## src/rtl/batrider_pcm_arb_if.sv

```systemverilog
// batrider_pcm_arb_if: requester, SDRAM and status signals of batrider_pcm_arb.
interface batrider_pcm_arb_if #(
  parameter int AW = 21,
  parameter int DW = 8
);
  logic          REQ0_CS;
  logic [AW-1:0] REQ0_ADDR;
  logic          REQ0_OK;
  logic [DW-1:0] REQ0_DOUT;
  logic          REQ1_CS;
  logic [AW-1:0] REQ1_ADDR;
  logic          REQ1_OK;
  logic [DW-1:0] REQ1_DOUT;
  logic          ROM_CS;
  logic [AW-1:0] ROM_ADDR;
  logic          ROM_OK;
  logic [DW-1:0] ROM_DOUT;
  logic          TIMEOUT_ERR;
  modport slave (
    input  REQ0_CS, REQ0_ADDR, REQ1_CS, REQ1_ADDR, ROM_OK, ROM_DOUT,
    output REQ0_OK, REQ0_DOUT, REQ1_OK, REQ1_DOUT, ROM_CS, ROM_ADDR, TIMEOUT_ERR
  );
  modport master (
    output REQ0_CS, REQ0_ADDR, REQ1_CS, REQ1_ADDR, ROM_OK, ROM_DOUT,
    input  REQ0_OK, REQ0_DOUT, REQ1_OK, REQ1_DOUT, ROM_CS, ROM_ADDR, TIMEOUT_ERR
  );
endinterface

```

## src/rtl/batrider_pcm_arb.sv

```systemverilog
// batrider_pcm_arb: round-robin SDRAM PCM read arbiter with a one-entry byte cache per requester.
// Define PCM_ARB_TIMEOUT_EN to bound WAIT at TIMEOUT cycles, filling silence and raising TIMEOUT_ERR.
module batrider_pcm_arb #(
  parameter int AW = 21,
  parameter int DW = 8,
  parameter int TIMEOUT = 255
) (
  input logic CLK96,
  input logic RESET96,
  batrider_pcm_arb_if.slave bus
);
  typedef enum logic [1:0] {IDLE, ISSUE, WAIT} state_t;
  state_t        r_state;
  logic          r_sel;
  logic          r_ptr;
  logic          r_rom_cs;
  logic [AW-1:0] r_rom_addr;
  logic [AW-1:0] r_tag [2];
  logic [DW-1:0] r_data [2];
  logic [1:0]    r_valid;
  logic [1:0]    w_hit;
  logic [1:0]    w_miss;
  logic          w_sel;
  logic          w_fill;
  assign w_hit[0] = bus.REQ0_CS & r_valid[0] & (r_tag[0] == bus.REQ0_ADDR);
  assign w_hit[1] = bus.REQ1_CS & r_valid[1] & (r_tag[1] == bus.REQ1_ADDR);
  assign w_miss = {bus.REQ1_CS, bus.REQ0_CS} & ~w_hit;
  assign w_sel = &w_miss ? r_ptr : w_miss[1];
  assign bus.REQ0_OK = w_hit[0];
  assign bus.REQ1_OK = w_hit[1];
  assign bus.REQ0_DOUT = r_data[0];
  assign bus.REQ1_DOUT = r_data[1];
  assign bus.ROM_CS = r_rom_cs;
  assign bus.ROM_ADDR = r_rom_addr;
`ifdef PCM_ARB_TIMEOUT_EN
  logic [7:0] r_cnt;
  logic       r_err;
  logic       w_timeout;
  assign w_timeout = (r_state == WAIT) & ~bus.ROM_OK & (r_cnt == 8'(TIMEOUT - 1));
  assign w_fill = ((r_state == WAIT) & bus.ROM_OK) | w_timeout;
  assign bus.TIMEOUT_ERR = r_err;
`else
  assign w_fill = (r_state == WAIT) & bus.ROM_OK;
  assign bus.TIMEOUT_ERR = TIMEOUT < 0;
`endif
  always_ff @(posedge CLK96) begin
    if (RESET96) begin
      r_state <= IDLE;
      r_sel <= 1'b0;
      r_ptr <= 1'b0;
      r_rom_cs <= 1'b0;
      r_rom_addr <= '0;
      r_tag <= '{default: '0};
      r_data <= '{default: '0};
      r_valid <= '0;
`ifdef PCM_ARB_TIMEOUT_EN
      r_cnt <= '0;
      r_err <= 1'b0;
`endif
    end else begin
      case (r_state)
        IDLE: if (|w_miss) begin
          r_sel <= w_sel;
          r_rom_addr <= w_sel ? bus.REQ1_ADDR : bus.REQ0_ADDR;
          r_rom_cs <= 1'b1;
          r_state <= ISSUE;
        end
        ISSUE: begin
          r_state <= WAIT;
`ifdef PCM_ARB_TIMEOUT_EN
          r_cnt <= '0;
`endif
        end
        WAIT: begin
          // a timeout fill stores zero data: silent ADPCM nibbles
          if (w_fill) begin
            r_tag[r_sel] <= r_rom_addr;
            r_data[r_sel] <= bus.ROM_OK ? bus.ROM_DOUT : '0;
            r_valid[r_sel] <= 1'b1;
            r_rom_cs <= 1'b0;
            r_ptr <= ~r_sel;
            r_state <= IDLE;
          end
`ifdef PCM_ARB_TIMEOUT_EN
          r_cnt <= r_cnt + 8'd1;
          if (w_timeout) r_err <= 1'b1;
`endif
        end
        default: r_state <= IDLE;
      endcase
    end
  end
endmodule

```

## src/flat_wrapper.sv

```systemverilog
// flat-port wrapper written by rule: the top's interface ports become plain ports
module batrider_pcm_arb_flat 
#(
  parameter int AW = 21,
  parameter int DW = 8,
  parameter int TIMEOUT = 255
)
  (CLK96, RESET96, bus_REQ0_CS, bus_REQ0_ADDR, bus_REQ1_CS, bus_REQ1_ADDR, bus_ROM_OK, bus_ROM_DOUT, bus_REQ0_OK, bus_REQ0_DOUT, bus_REQ1_OK, bus_REQ1_DOUT, bus_ROM_CS, bus_ROM_ADDR, bus_TIMEOUT_ERR);
  batrider_pcm_arb_if #(.AW(AW), .DW(DW)) bus_i ();
  input logic CLK96;
  input logic RESET96;
  input wire logic [$bits(bus_i.REQ0_CS)-1:0] bus_REQ0_CS;
  input wire logic [$bits(bus_i.REQ0_ADDR)-1:0] bus_REQ0_ADDR;
  input wire logic [$bits(bus_i.REQ1_CS)-1:0] bus_REQ1_CS;
  input wire logic [$bits(bus_i.REQ1_ADDR)-1:0] bus_REQ1_ADDR;
  input wire logic [$bits(bus_i.ROM_OK)-1:0] bus_ROM_OK;
  input wire logic [$bits(bus_i.ROM_DOUT)-1:0] bus_ROM_DOUT;
  output wire logic [$bits(bus_i.REQ0_OK)-1:0] bus_REQ0_OK;
  output wire logic [$bits(bus_i.REQ0_DOUT)-1:0] bus_REQ0_DOUT;
  output wire logic [$bits(bus_i.REQ1_OK)-1:0] bus_REQ1_OK;
  output wire logic [$bits(bus_i.REQ1_DOUT)-1:0] bus_REQ1_DOUT;
  output wire logic [$bits(bus_i.ROM_CS)-1:0] bus_ROM_CS;
  output wire logic [$bits(bus_i.ROM_ADDR)-1:0] bus_ROM_ADDR;
  output wire logic [$bits(bus_i.TIMEOUT_ERR)-1:0] bus_TIMEOUT_ERR;
  assign bus_i.REQ0_CS = bus_REQ0_CS;
  assign bus_i.REQ0_ADDR = bus_REQ0_ADDR;
  assign bus_i.REQ1_CS = bus_REQ1_CS;
  assign bus_i.REQ1_ADDR = bus_REQ1_ADDR;
  assign bus_i.ROM_OK = bus_ROM_OK;
  assign bus_i.ROM_DOUT = bus_ROM_DOUT;
  assign bus_REQ0_OK = bus_i.REQ0_OK;
  assign bus_REQ0_DOUT = bus_i.REQ0_DOUT;
  assign bus_REQ1_OK = bus_i.REQ1_OK;
  assign bus_REQ1_DOUT = bus_i.REQ1_DOUT;
  assign bus_ROM_CS = bus_i.ROM_CS;
  assign bus_ROM_ADDR = bus_i.ROM_ADDR;
  assign bus_TIMEOUT_ERR = bus_i.TIMEOUT_ERR;
  batrider_pcm_arb #(.AW(AW), .DW(DW), .TIMEOUT(TIMEOUT)) u_core (.CLK96(CLK96), .RESET96(RESET96), .bus(bus_i));
endmodule
```

## config.mk

```make
export PLATFORM = sky130hd
export DESIGN_NAME = batrider_pcm_arb_flat
export DESIGN_NICKNAME = d
export VERILOG_FILES = /design/src/rtl/batrider_pcm_arb_if.sv /design/src/rtl/batrider_pcm_arb.sv /design/src/flat_wrapper.sv
export SDC_FILE = /design/constraint.sdc
export NUM_CORES = 1
export LEC_CHECK = 0
export ABC_AREA = 1
export BUFFER_PORTS_ARGS = -buffer_cell sky130_fd_sc_hd__buf_2
export CORE_ASPECT_RATIO = 1.4
export CORE_UTILIZATION = 55
export DETAILED_ROUTE_END_ITERATION = 16
export PLACE_DENSITY = 0.81
export SKIP_LAST_GASP = 1
export SYNTH_ARGS = -nofsm -noshare
export SYNTH_HDL_FRONTEND = slang
export SYNTH_SLANG_ARGS = --single-unit
export TNS_END_PERCENT = 5
```

## constraint.sdc

```tcl
create_clock -name CLK96 -period 2.1 [get_ports CLK96]
set_clock_uncertainty 0.2 [all_clocks]
set_input_delay 0.42 -clock CLK96 [delete_from_list [all_inputs] [get_ports CLK96]]
set_output_delay 0.42 -clock CLK96 [all_outputs]
set_load 0.1 [all_outputs]
```

==> flow_summary.json <==
{
  "outcome": "complete, but fails checks",
  "violations": "negative setup slack",
  "async_flop_share": 0,
  "worstPathRequired_ps": 1480,
  "max_clock_freq_mhz": 396,
  "dp.cells": 918,
  "grt_pass1_vias": 4680,
  "avgViaCountPerCell": 5.31,
  "ys_warn_count": 0,
  "die_area_um2": 8420,
  "drt_iter0_markers": 570,
  "syn_nets": 771,
  "finalCritPeriodShare": 1.20,
  "slew_viol_final": 0,
  "synth_largest_area_cell": "dfxtp_1",
  "postRouteAntennaNets": 0,
  "numCtsBuffers": 9,
  "area_delta_synth_final_pct": 24.2,
  "clock-sinks": 86,
  "ys_seq_area_frac": 0.389,
  "rsz0062_at_grt": "true",
  "routed_wl_mm": 13.1,
  "worstSetupStartpointType": "flip-flop",
  "routed-via-count": 4958,
  "io_buffers": 94,
  "clock_latency_ps": 360,
  "pre_cts_ws_ps": -230,
  "clkTransAtPathRegs_ps": 80,
  "grt_pass1_wl_mm": 21.2,
  "drv_cap": 0,
  "cp_slowest_stage_delay_ps": 350,
  "ys_ff_latch": 86,
  "period_minus_slack_ps": 2530,
  "core_area_um2": 7800,
  "cts_tree": "built",
  "overflow": 0,
  "drive_gt1_frac": 0.200,
  "grt_max_degree": 55,
  "synth_commonest_cells": "193 x nand2_1, 108 x nor2_1, 105 x inv_1",
  "place_congestion": 1.07,
  "syn_area_per_cell_um2": 6.18,
  "final-instance-count-excl-fill": 933,
  "antenna_found_initial": 0,
  "crit_type": "flip-flop to output pin",
  "ioPinCount": 96,
  "syn-cell-area_um2": 4430,
  "cp_data_arrival_time_ps": 1910,
  "wl_per_cell_um": 14.0,
  "setup_violations": 2,
  "first_pass_iters": 6,
  "final_nets": 883,
  "drc_errors": 0,
  "rows": 38,
  "cts_root_buf": "clkbuf_8",
  "antenna_cells": 0,
  "path_delay_family": "simple AND/OR/NAND/NOR gates",
  "fillerInstances": 689,
  "ir_worst_vdd_mv": 0.631,
  "path_max_fanout": 2,
  "setup_slack_ps": -426,
  "synthCells": 716,
  "hold_viol": 0,
  "initial_core_util": 0.568,
  "yosysMostFrequentCell": "nand2_1",
  "synth_area_leaders": "dfxtp_1 39%, nand2_1 16%, nor2_1 9.2%",
  "hpwl_mm": 9.72,
  "synth_ff_type": "dfxtp_1",
  "powerDensity_nw_per_um2": 800,
  "dieHeight_um": 108,
  "synth_edf_count": 0,
  "crit_chain": "inv_2 > nand2_2 > nand2_2 > nor4_4 > nand4_1 > nor4_4 > buf_12",
  "ys_types": 29,
  "die_w_um": 77.8,
  "htree_levels": 3,
  "crit_buf_inv": 2,
  "grt.total_usage": 0.323,
  "netlist.area_leader.share": 0.389,
  "hold_class": "primary input to flip-flop",
  "clk_path_buf_depth": 2,
  "critPathSlowestCell": "dfxtp_2",
  "cp-end-kind": "output pin",
  "p_leak_nw": 2.82
}
worst reg2reg max path, stage by stage (launching register included):
cell,delay (ps)
dfxtp_1,330
buf_4,130
inv_1,40
nand2_1,70
nand2_1,100
nor2_1,60
nand2_1,60
nor2_1,50
nand3_1,110
nand2_1,90
a21oi_1,180
buf_4,280
nand2_1,100
nor2_1,120
nor2_1,50
per-stage QoR:
step / util / power (W) / hold slack (ps) / TNS (ps) / area [um2]
after floorplan: - / 0.00277 / 236 / -751 / 4440
after global placement: 0.673 / 0.00307 / 243 / -445 / 5250
after detailed placement: 0.673 / 0.00310 / 251 / -1160 / 5250
after CTS: 0.703 / 0.00438 / 97.9 / -661 / 5480
after global routing: 0.705 / 0.00458 / 104 / -1970 / 5500
final: 0.705 / 0.00440 / 107 / -675 / 5500
logic make-up (layout without fill, tap and decap cells):
group,count (synthesis),after routing,share of synthesized area
simple gates,356,356,0.326
xor+xnor,4,4,0.00792
buf+inv,140,257,0.127
compound gates,129,129,0.150
other cells,1,1,0.000847
flops,86,86,0.389
final timing paths:
check / startpoint / endpoint / slack, ps / cells past startpoint
max reg2reg: u_core.r_tag[32] / u_core.bus.ROM_ADDR[7] / 50 / 14
min: bus_ROM_DOUT[5] / u_core.bus.REQ0_DOUT[5] / 110 / 3
max: u_core.r_tag[34] / bus_REQ0_OK / -430 / 7
min reg2reg: u_core.r_tag[13] / u_core.r_tag[13] / 270 / 2
power by group:
group	internal, W	switching (W)	total [W]	leakage, nW
Clock	0.000705	0.000598	0.00130	0.113
Combinational	0.000312	0.000971	0.00128	2.01
Sequential	0.00174	0.0000767	0.00181	0.703
Total	0.00275	0.00165	0.00440	2.82
cell type report:
class,count,area [um2],share of cell area
multi-input cells,490,2190,0.398
clock inverters,5,82.6,0.0150
repair buffers,132,823,0.150
inverters,109,409,0.0744
clock buffers,11,141,0.0257
well taps,100,125,0.0228
flip-flops and latches,86,1730,0.314
cell usage in the layout, fill, tap and decap left out, drive strengths merged, types with 3 or more instances in the layout:
master,n
nor2,109
clkbuf,11
inv,108
nand3,30
xnor2,3
nand4,11
buf,132
nand2,195
clkinv,4
a21oi,64
o21ai,59
dfxtp,86
nor4,5
flip-flops by register name, indices dropped and copies added, names as in the netlist:
register	flops
u_core.bus.REQ0_DOUT	8
u_core.bus.REQ1_DOUT	8
u_core.bus.ROM_ADDR	21
u_core.bus.ROM_CS	1
u_core.r_ptr	1
u_core.r_sel	1
u_core.r_state	2
u_core.r_tag	42
u_core.r_valid	2
metal layers:
metal,GRT usage,up-vias,wire length [um]
li1,-,2447,-
met1,0.378,2232,5310
met2,0.549,231,6400
met3,0.0523,48,792
met4,0.204,0,593
met5,0,-,0
timing repair:
action	in CTS	in global routing
resized for setup	1	11
hold buffers	0	0
pin swaps	0	5
setup buffers	0	0
endpoints found under the setup margin	2	23
No activity file was read; power rests on OpenSTA's default activity.
